--- src/rtl/unit_scheduler.sv ---
// Batch command sequencer for NUM_UNITS processing units: dispatches one command per enabled unit,
// tracks completions, and reports batch latency and count. Optional watchdog: UNIT_SCHEDULER_WATCHDOG_EN.
module unit_scheduler #(
    parameter int NUM_UNITS = 4,
    parameter int ADDR_W    = 4,
    parameter int FUNC_W    = 2,
    parameter int PERF_W    = 16,
    parameter int TIMEOUT   = 255
) (
    input  logic                                    clk,
    input  logic                                    rst_n,
    input  logic                                    start_i,
    input  logic                                    abort_i,
    input  logic                                    continue_en_i,
    input  logic [1:0]                              mode_i,
    input  logic [FUNC_W-1:0]                       func_i,
    input  logic [ADDR_W-1:0]                       base_addr_i,
    input  logic [NUM_UNITS-1:0]                    unit_enable_i,
    output logic [NUM_UNITS-1:0]                    cmd_valid_o,
    input  logic [NUM_UNITS-1:0]                    cmd_ready_i,
    output logic [NUM_UNITS*(2+FUNC_W+ADDR_W)-1:0]  cmd_data_o,
    input  logic [NUM_UNITS-1:0]                    unit_done_i,
    output logic                                    busy_o,
    output logic                                    sync_o,
    output logic                                    error_o,
    output logic [NUM_UNITS-1:0]                    active_mask_o,
    output logic [NUM_UNITS-1:0]                    timeout_mask_o,
    output logic [PERF_W-1:0]                       perf_cycles_o,
    output logic [15:0]                             batch_count_o
);

    localparam int CW = 2 + FUNC_W + ADDR_W;

    typedef enum logic [2:0] {
        S_IDLE,
        S_INIT,
        S_DISPATCH,
        S_EXECUTE,
        S_SYNC
    } state_t;

    state_t                     state_q, state_d;
    logic [NUM_UNITS-1:0]       pending_q, pending_d;
    logic [NUM_UNITS-1:0]       active_q, active_d;
    logic [NUM_UNITS*CW-1:0]    data_q, data_d;
    logic                       error_q, error_d;
    logic [NUM_UNITS-1:0]       tmask_q, tmask_d;
    logic [PERF_W-1:0]          cnt_q, cnt_d;
    logic [PERF_W-1:0]          perf_q, perf_d;
    logic [15:0]                batch_q, batch_d;

    logic [NUM_UNITS-1:0]       hs;
    logic [NUM_UNITS*CW-1:0]    slice_w;
    logic [1:0]                 opcode_w;
    logic [FUNC_W-1:0]          func_w;

    // Mode 00/01/10 maps to opcode 01/10/11; func only travels with compute commands.
    assign opcode_w = mode_i + 2'd1;
    assign func_w   = (mode_i == 2'b10) ? func_i : '0;
    assign hs       = pending_q & cmd_ready_i;

    generate
        for (genvar gi = 0; gi < NUM_UNITS; gi++) begin : g_slice
            localparam logic [ADDR_W-1:0] OFFSET = ADDR_W'(gi);
            assign slice_w[gi*CW +: CW] = {opcode_w, func_w, base_addr_i + OFFSET};
        end
    endgenerate

`ifdef UNIT_SCHEDULER_WATCHDOG_EN
    localparam int WD_W = $clog2(TIMEOUT + 1);
    logic [WD_W-1:0] wd_q [NUM_UNITS];
    logic [WD_W-1:0] wd_d [NUM_UNITS];

    always_ff @(posedge clk or negedge rst_n) begin
        if (!rst_n) begin
            for (int i = 0; i < NUM_UNITS; i++) wd_q[i] <= '0;
        end else begin
            wd_q <= wd_d;
        end
    end
`else
    logic unused_timeout;
    assign unused_timeout = (TIMEOUT == 0);
`endif

    always_ff @(posedge clk or negedge rst_n) begin
        if (!rst_n) begin
            state_q   <= S_IDLE;
            pending_q <= '0;
            active_q  <= '0;
            data_q    <= '0;
            error_q   <= 1'b0;
            tmask_q   <= '0;
            cnt_q     <= '0;
            perf_q    <= '0;
            batch_q   <= '0;
        end else begin
            state_q   <= state_d;
            pending_q <= pending_d;
            active_q  <= active_d;
            data_q    <= data_d;
            error_q   <= error_d;
            tmask_q   <= tmask_d;
            cnt_q     <= cnt_d;
            perf_q    <= perf_d;
            batch_q   <= batch_d;
        end
    end

    always_comb begin
        state_d   = state_q;
        pending_d = pending_q;
        active_d  = active_q;
        data_d    = data_q;
        error_d   = error_q;
        tmask_d   = tmask_q;
        cnt_d     = cnt_q;
        perf_d    = perf_q;
        batch_d   = batch_q;
`ifdef UNIT_SCHEDULER_WATCHDOG_EN
        wd_d      = wd_q;
`endif
        case (state_q)
            S_IDLE: begin
                if (start_i) begin
                    if (mode_i == 2'b11) begin
                        error_d = 1'b1;
                    end else begin
                        error_d = 1'b0;
                        tmask_d = '0;
                        state_d = S_INIT;
                    end
                end
            end
            S_INIT: begin
                pending_d = unit_enable_i;
                active_d  = '0;
                cnt_d     = '0;
                data_d    = slice_w;
                state_d   = (unit_enable_i == '0) ? S_SYNC : S_DISPATCH;
            end
            S_DISPATCH, S_EXECUTE: begin
                cnt_d     = (cnt_q == '1) ? cnt_q : cnt_q + 1'b1;
                pending_d = pending_q & ~hs;
                // A done pulse in the handshake cycle is dropped: the unit is not active yet.
                active_d  = (active_q & ~unit_done_i) | hs;
`ifdef UNIT_SCHEDULER_WATCHDOG_EN
                for (int i = 0; i < NUM_UNITS; i++) begin
                    if (hs[i]) begin
                        wd_d[i] = '0;
                    end else if (active_q[i] && !unit_done_i[i]) begin
                        if (wd_q[i] == WD_W'(TIMEOUT - 1)) begin
                            tmask_d[i]  = 1'b1;
                            error_d     = 1'b1;
                            active_d[i] = 1'b0;
                        end
                        wd_d[i] = wd_q[i] + 1'b1;
                    end
                end
`endif
                if (state_q == S_DISPATCH) begin
                    if (pending_d == '0) state_d = S_EXECUTE;
                end else if (active_d == '0) begin
                    state_d = S_SYNC;
                end
            end
            S_SYNC: begin
                perf_d  = cnt_q;
                batch_d = (batch_q == 16'hFFFF) ? batch_q : batch_q + 16'd1;
                state_d = continue_en_i ? S_INIT : S_IDLE;
            end
            default: state_d = S_IDLE;
        endcase

        // Abort overrides everything decided above, including SYNC bookkeeping.
        if (abort_i && (state_q != S_IDLE)) begin
            state_d   = S_IDLE;
            pending_d = '0;
            active_d  = '0;
            error_d   = error_q;
            tmask_d   = tmask_q;
            perf_d    = perf_q;
            batch_d   = batch_q;
        end
    end

    assign busy_o         = (state_q != S_IDLE);
    assign sync_o         = (state_q == S_SYNC);
    assign cmd_valid_o    = pending_q;
    assign cmd_data_o     = data_q;
    assign error_o        = error_q;
    assign active_mask_o  = active_q;
    assign timeout_mask_o = tmask_q;
    assign perf_cycles_o  = perf_q;
    assign batch_count_o  = batch_q;

endmodule

--- config.mk ---
export PLATFORM = sky130hd
export DESIGN_NAME = unit_scheduler
export DESIGN_NICKNAME = d
export VERILOG_FILES = /design/src/rtl/unit_scheduler.sv
export SDC_FILE = /design/constraint.sdc
export NUM_CORES = 1
export LEC_CHECK = 0
export BUFFER_PORTS_ARGS = -buffer_cell sky130_fd_sc_hd__buf_2
export CORE_MARGIN = 3
export CORE_UTILIZATION = 31
export DETAILED_ROUTE_END_ITERATION = 8
export PLACE_DENSITY = 0.51
export SLEW_MARGIN = 20
export SYNTH_ARGS = -nofsm -noshare
export SYNTH_HDL_FRONTEND = slang
export SYNTH_SLANG_ARGS = --single-unit
--- constraint.sdc ---
create_clock -name clk -period 3.4 [get_ports clk]
set_input_delay 0.17 -clock clk [delete_from_list [all_inputs] [get_ports clk]]
set_output_delay 0.17 -clock clk [all_outputs]
set_load 0.01 [all_outputs]
* Word level (Yosys, flattened, before mapping)
Cells that the tools add are included.
Operators by class: bitwise logic cells 8, add/subtract/negate cells 6, eq/ne operators 13, reductions and logical operators 14, muxes and demuxes 17
Operators by type and width (count):
- $add 16x1->16 const B | 2
- $eq 16x16->1 const B | 2
- $pmux 16 s2 | 1
- $mux 3 | 7
- $mux 16 | 1
- $pmux 4 s2 | 2
- $and 4x4->4 | 3
- $logic_not 4->1 | 3
- $pmux 3 s4 | 1
- $add 4x2->4 const B | 2
- $mux 4 | 2
- $ne 4x4->1 const B | 2
- $not 4->4 | 2
- $eq 3x2->1 const B | 2
- $ne 3x3->1 const B | 2
- $reduce_and 3->1 | 2
- $reduce_bool 3->1 | 2
- $add 4x1->4 const B | 1
- $eq 2x2->1 const B | 2
- $or 4x4->4 | 1
- $reduce_and 2->1 | 2
- $reduce_and 4->1 | 1
- $eq 3x1->1 const B | 1
- $eq 3x3->1 const B | 1
- other kinds (9) | 11
Word-level totals: register bits 92, word-level logic and storage cells 66, input port bits 25, output and inout port bits 79

* Depth between registers and ports, before layout
depth in word-level cells 8, mapped depth 7, depth with buffers taken out 5

* Worst setup path after synthesis
Ideal clock, no wire load.
kind reg2reg, start register cnt_q[0], end register cnt_q[1], data arrival time 1.864 ns, path slack 1.456 ns, cell stages (with the launch flop) 8, cells stage by stage dfrtp_1 -> ha_1 -> and3_1 -> clkbuf_1 -> and3_1 -> buf_2 -> a21boi_0 -> mux2i_1
Between the ends: cells in the longest elaborated chain, start to end 3, elaborated cells on any way between the ends 6
Ends and longest elaborated chain:
- from (decl) | line 48 | logic [PERF_W-1:0] cnt_q, cnt_d;
- from (signal assigned) | line 104 | cnt_q <= cnt_d;
- $add 16x1->16 or $eq 16x16->1 (tied branches) | line 143 | cnt_d = (cnt_q == '1) ? cnt_q : cnt_q + 1'b1;
- $mux 16 or $ne 2x2->1 (tied branches)
- $pmux 16 s2 or $reduce_and 2->1 (tied branches)
Several ways; a longest one is shown, not always the timed one. The select of a mux whose other input is x is not followed. A chain may end at the register's enable or synchronous reset.

* Worst setup path in the final report
start register state_q[2], end register batch_q[14], in the netlist batch_count_o[14]
Between the ends: cells in the longest elaborated chain, start to end 4, elaborated cells on any way between the ends 5
Ends and longest elaborated chain:
- from (decl) | line 42 | state_t state_q, state_d;
- from (signal assigned) | line 98 | state_q <= state_d;
- $reduce_bool 3->1 | line 176 | if (abort_i && (state_q != S_IDLE)) begin
- $logic_and 1x1->1 | line 176
- $not 1->1 (no source line)
- $reduce_and 3->1 (no source line) (*)
- to (signal assigned) | line 106 | batch_q <= batch_d;
- to (decl) | line 50 | logic [15:0] batch_q, batch_d;
Mark *: on every way between the ends. The rest lies on a longest branch, timed or not.

==> results.md <==
* Status: finished, final reports clean
* GRT Total Usage at approximately 14%
* I/O pin cnt at approximately 100
* Tightest Pin Transition at 876.7 ps
* Final worst setup slack at 862.6 ps
* Core ar. at 0.01267 sq mm
* Final Max Tran Viols at 0
* WHS Path Cells at 3
* CTS Buf Count at 9
* Worst R2R End: batch_count_o[14]$_DFFE_PN0P_
* Comb pwr share at approximately 30%
* Final hold violation count at 0
* Share of cells above drive strength 1 at ~25%
* Fin nets at 542
* Deepest clock path buffer count at 2
* Port buffer count at 99
* Post-synthesis cell area at 0.004028 sq mm
* CP max FO at 23
* Total Neg Setup Slack at 0 ps
* Yosys warnings at 0
* ANT nets after route at 0
* Register area share after synthesis at 48.46%
* Clock skew after layout at 7.492 ps
* Switch Pwr at 1.166 mW
* EDFF count, synth at 0
* CTS root buffer: clkbuf_16
* # setup viols final at 0
* First-pass GRT wire length at 16.27 mm
* Post-synthesis cell type count at 56
* Area contributors post-synth: dfrtp_1 48%, nand2_1 8.6%, o21ai_0 4.1%
* Unrepaired setup endpoints after global routing: false
* R2r worst-path depth at 4
* PD cells at roughly 700 mW/mm^2
* Fillers at ~1,300
* Rows at 41
* GPL Wtd Cong at 0.7705
* Via Count at 3,350
* Clk Latency, worst-skew pair at 330 ps
* Hold Crit Class: input pin to flip-flop
* Sink Count at 78
* Sequential share of power at 37.5%
* DP Worst Slack at 865.9 ps
* Clock-pin slew on the worst setup and hold paths at 60 ps
* Global route overflow at 0
* First drt pass iteration count at 4
* Post-Syn Instances at 429
* Per-cell routed wire length at 14.08 um
* Top FF cell, synth: dfrtp_1
* CP endpoint kind: flip-flop
* Area grow syn2layout at 22.21%
* Post-synth top area cell: dfrtp_1
* Post-DP HPWL at 7.015 mm
* Die area at between 0.01 and 0.015 sq mm
* Via count of the first global-routing pass at 3,250
* Fin crit period at approximately 2500 ps
* Iteration-0 DRC Markers at 225
* Maximum VDD drop at 364.3 uV
* Largest net degree at the start of global routing at 79
* Hold endpoint: cmd_data_o[29]$_DFFE_PN0P_
* # Post-CTS Setup Buffers at 0
* Synth Area per Inst at between 9 and 10 sq um
* Asr flop ratio synth at 100.0%
* Initial antenna violation count at 0
* R2R Path Start: state_q[2]$_DFFE_PN0P_
* Die height at 120.0 um
* Int Power at 2.275 mW
* CTS tree: built
* Fmax at 0.3941 GHz
* Yosys top cell area share at 48.46%
* # DRC at 0
* WL final at 9.657 mm
* Routed vias/inst at 4.883
* CP Launch Type: flip-flop
* #FFs+latches synth at 78
* Max Cap Viol at 0
* Period Utilization, post-route at 74.63%
* Leakage power at 2.560 nW
* Starting Density at a little under a third
* Max_slew headroom at 41.55%
* Worst Min Path Start: func_i[1]
* Setup CP Type: flip-flop to flip-flop
* Die Wd at 120.0 um
* Part of the power in the clock network at 32.6%
* Max H-tree Level at 3
* Reg2reg setup slack at ~860 ps
* WP data required at 3610 ps
* # diodes at 0
* Sw Ratio at 33.88%
* Critical Path AT at 2750 ps
power groups by stage:
stage | Clock (mW) | Sequential, mW | Combinational (mW)
3_5_place_dp | 0 | 1.31 | 1.05
4_1_cts | 1.15 | 1.30 | 1.05
6_report | 1.12 | 1.29 | 1.03
5_1_grt | 1.19 | 1.33 | 1.16
2_1_floorplan | 0 | 1.32 | 0.680
3_3_place_gp | 0 | 1.30 | 1.04
layer usage:
layer | share of wire [%] | vias up | track usage [%] | wire, um
met2 | 46 | 101 | 22.02 | 4459
met3 | 5.6 | 12 | 3.016 | 544
met5 | 0 | - | 0 | 0
met1 | 47 | 1599 | 18.79 | 4517
met4 | 1.4 | 0 | 5.154 | 136
li1 | - | 1638 | - | -
per-stage QoR:
stage                     std cells  power, mW  hold WS [ps]  utilization (%)  area [sq um]
final                           686      3.441         68.34            38.85          4922
after global routing            686      3.675         65.85            38.85          4922
after global placement          669      2.345         408.7            35.97          4558
after floorplan                 432      2.003        -125.6                -          4039
after detailed placement        669      2.357         416.5            35.97          4558
after CTS                       685      3.489         61.21            38.74          4908
logic make-up (layout without fill, tap and decap cells):
kind of cell,Yosys count,in the layout,synth area share [%]
xor+xnor,19,19,4.132
mux,8,8,2.081
compound gates,88,88,14.32
other cells,1,4,0.09311
flops,78,78,48.46
fa+ha+maj,8,8,2.485
simple gates,172,172,21.37
buf+inv,55,137,7.052
cells in the final DEF, fill, tap and decap left out, drive strengths merged, types with 4 or more instances in the layout:
cell type    n
nor3         5
clkbuf      13
a21oi       10
nor2        12
a22oi        6
nand4       10
inv         18
o21ai       33
a2bb2oi      8
mux2i        5
ha           8
xnor2        7
xor2        12
nand2b       5
nand3       10
a211oi       4
o22ai        4
buf        102
and3        11
dfrtp       78
nand2       92
nor2b        6
conb         4
nor4         6
how the worst max path moves through the flow:
| stage | start | end | slack, ps | depth (start not counted) |
|---|---|---|---|---|
| 2_1_floorplan | cnt_q[0]$_DFFE_PN0P_ | cnt_q[1]$_DFFE_PN0P_ | 1460 | 7 |
| 3_3_place_gp | state_q[2]$_DFFE_PN0P_ | batch_count_o[12]$_DFFE_PN0P_ | 930 | 4 |
| 3_5_place_dp | state_q[2]$_DFFE_PN0P_ | batch_count_o[14]$_DFFE_PN0P_ | 870 | 4 |
| 4_1_cts | state_q[2]$_DFFE_PN0P_ | batch_count_o[14]$_DFFE_PN0P_ | 840 | 4 |
| 5_1_grt | state_q[2]$_DFFE_PN0P_ | batch_count_o[12]$_DFFE_PN0P_ | 690 | 4 |
| 6_report | state_q[2]$_DFFE_PN0P_ | batch_count_o[14]$_DFFE_PN0P_ | 860 | 4 |
cell type report:
| type | count | area, sq um | share of cell area (%) |
|---|---|---|---|
| sequential | 78 | 1952 | 39.65 |
| multi-input combinational | 299 | 1803 | 36.63 |
| clock inverter | 3 | 90.09 | 1.830 |
| inverter | 18 | 67.56 | 1.373 |
| tap | 172 | 215.2 | 4.372 |
| clock buffer | 13 | 260.3 | 5.287 |
| timing repair buffer | 103 | 534.3 | 10.85 |
synth_stat cells, drive strengths merged (4+ instances only):
cell and instances:
a2bb2oi 8, nand3 10, mux2i 5, nor2b 6, nand4 10, nand2 92
nor2 12, xor2 12, a211oi 4, a21oi 10, ha 8, nor3 5
o22ai 4, dfrtp 78, clkbuf 16, nand2b 5, xnor2 7, inv 18
a22oi 6, o21ai 33, and3 11, buf 21, nor4 6
critical path, stage by stage (launching register included):
cell     delay [ps]
dfrtp_1         700
or4b_1          910
nor4_4          500
nand4_1         160
xnor2_1         150
timing repair:
item                                   in CTS  in global routing
gates resized for setup                     0                  0
endpoints found under the hold margin       0                 78
hold buffers                                0                  1
state kept, by name, summed over array words and instances (netlist names):
| name | count |
|---|---|
| state_q | 3 |
| batch_count_o | 16 |
| cmd_data_o | 18 |
| cmd_valid_o | 4 |
| error_o | 1 |
| perf_cycles_o | 16 |
| active_mask_o | 4 |
| cnt_q | 16 |
No activity file was read; power rests on OpenSTA's default activity.
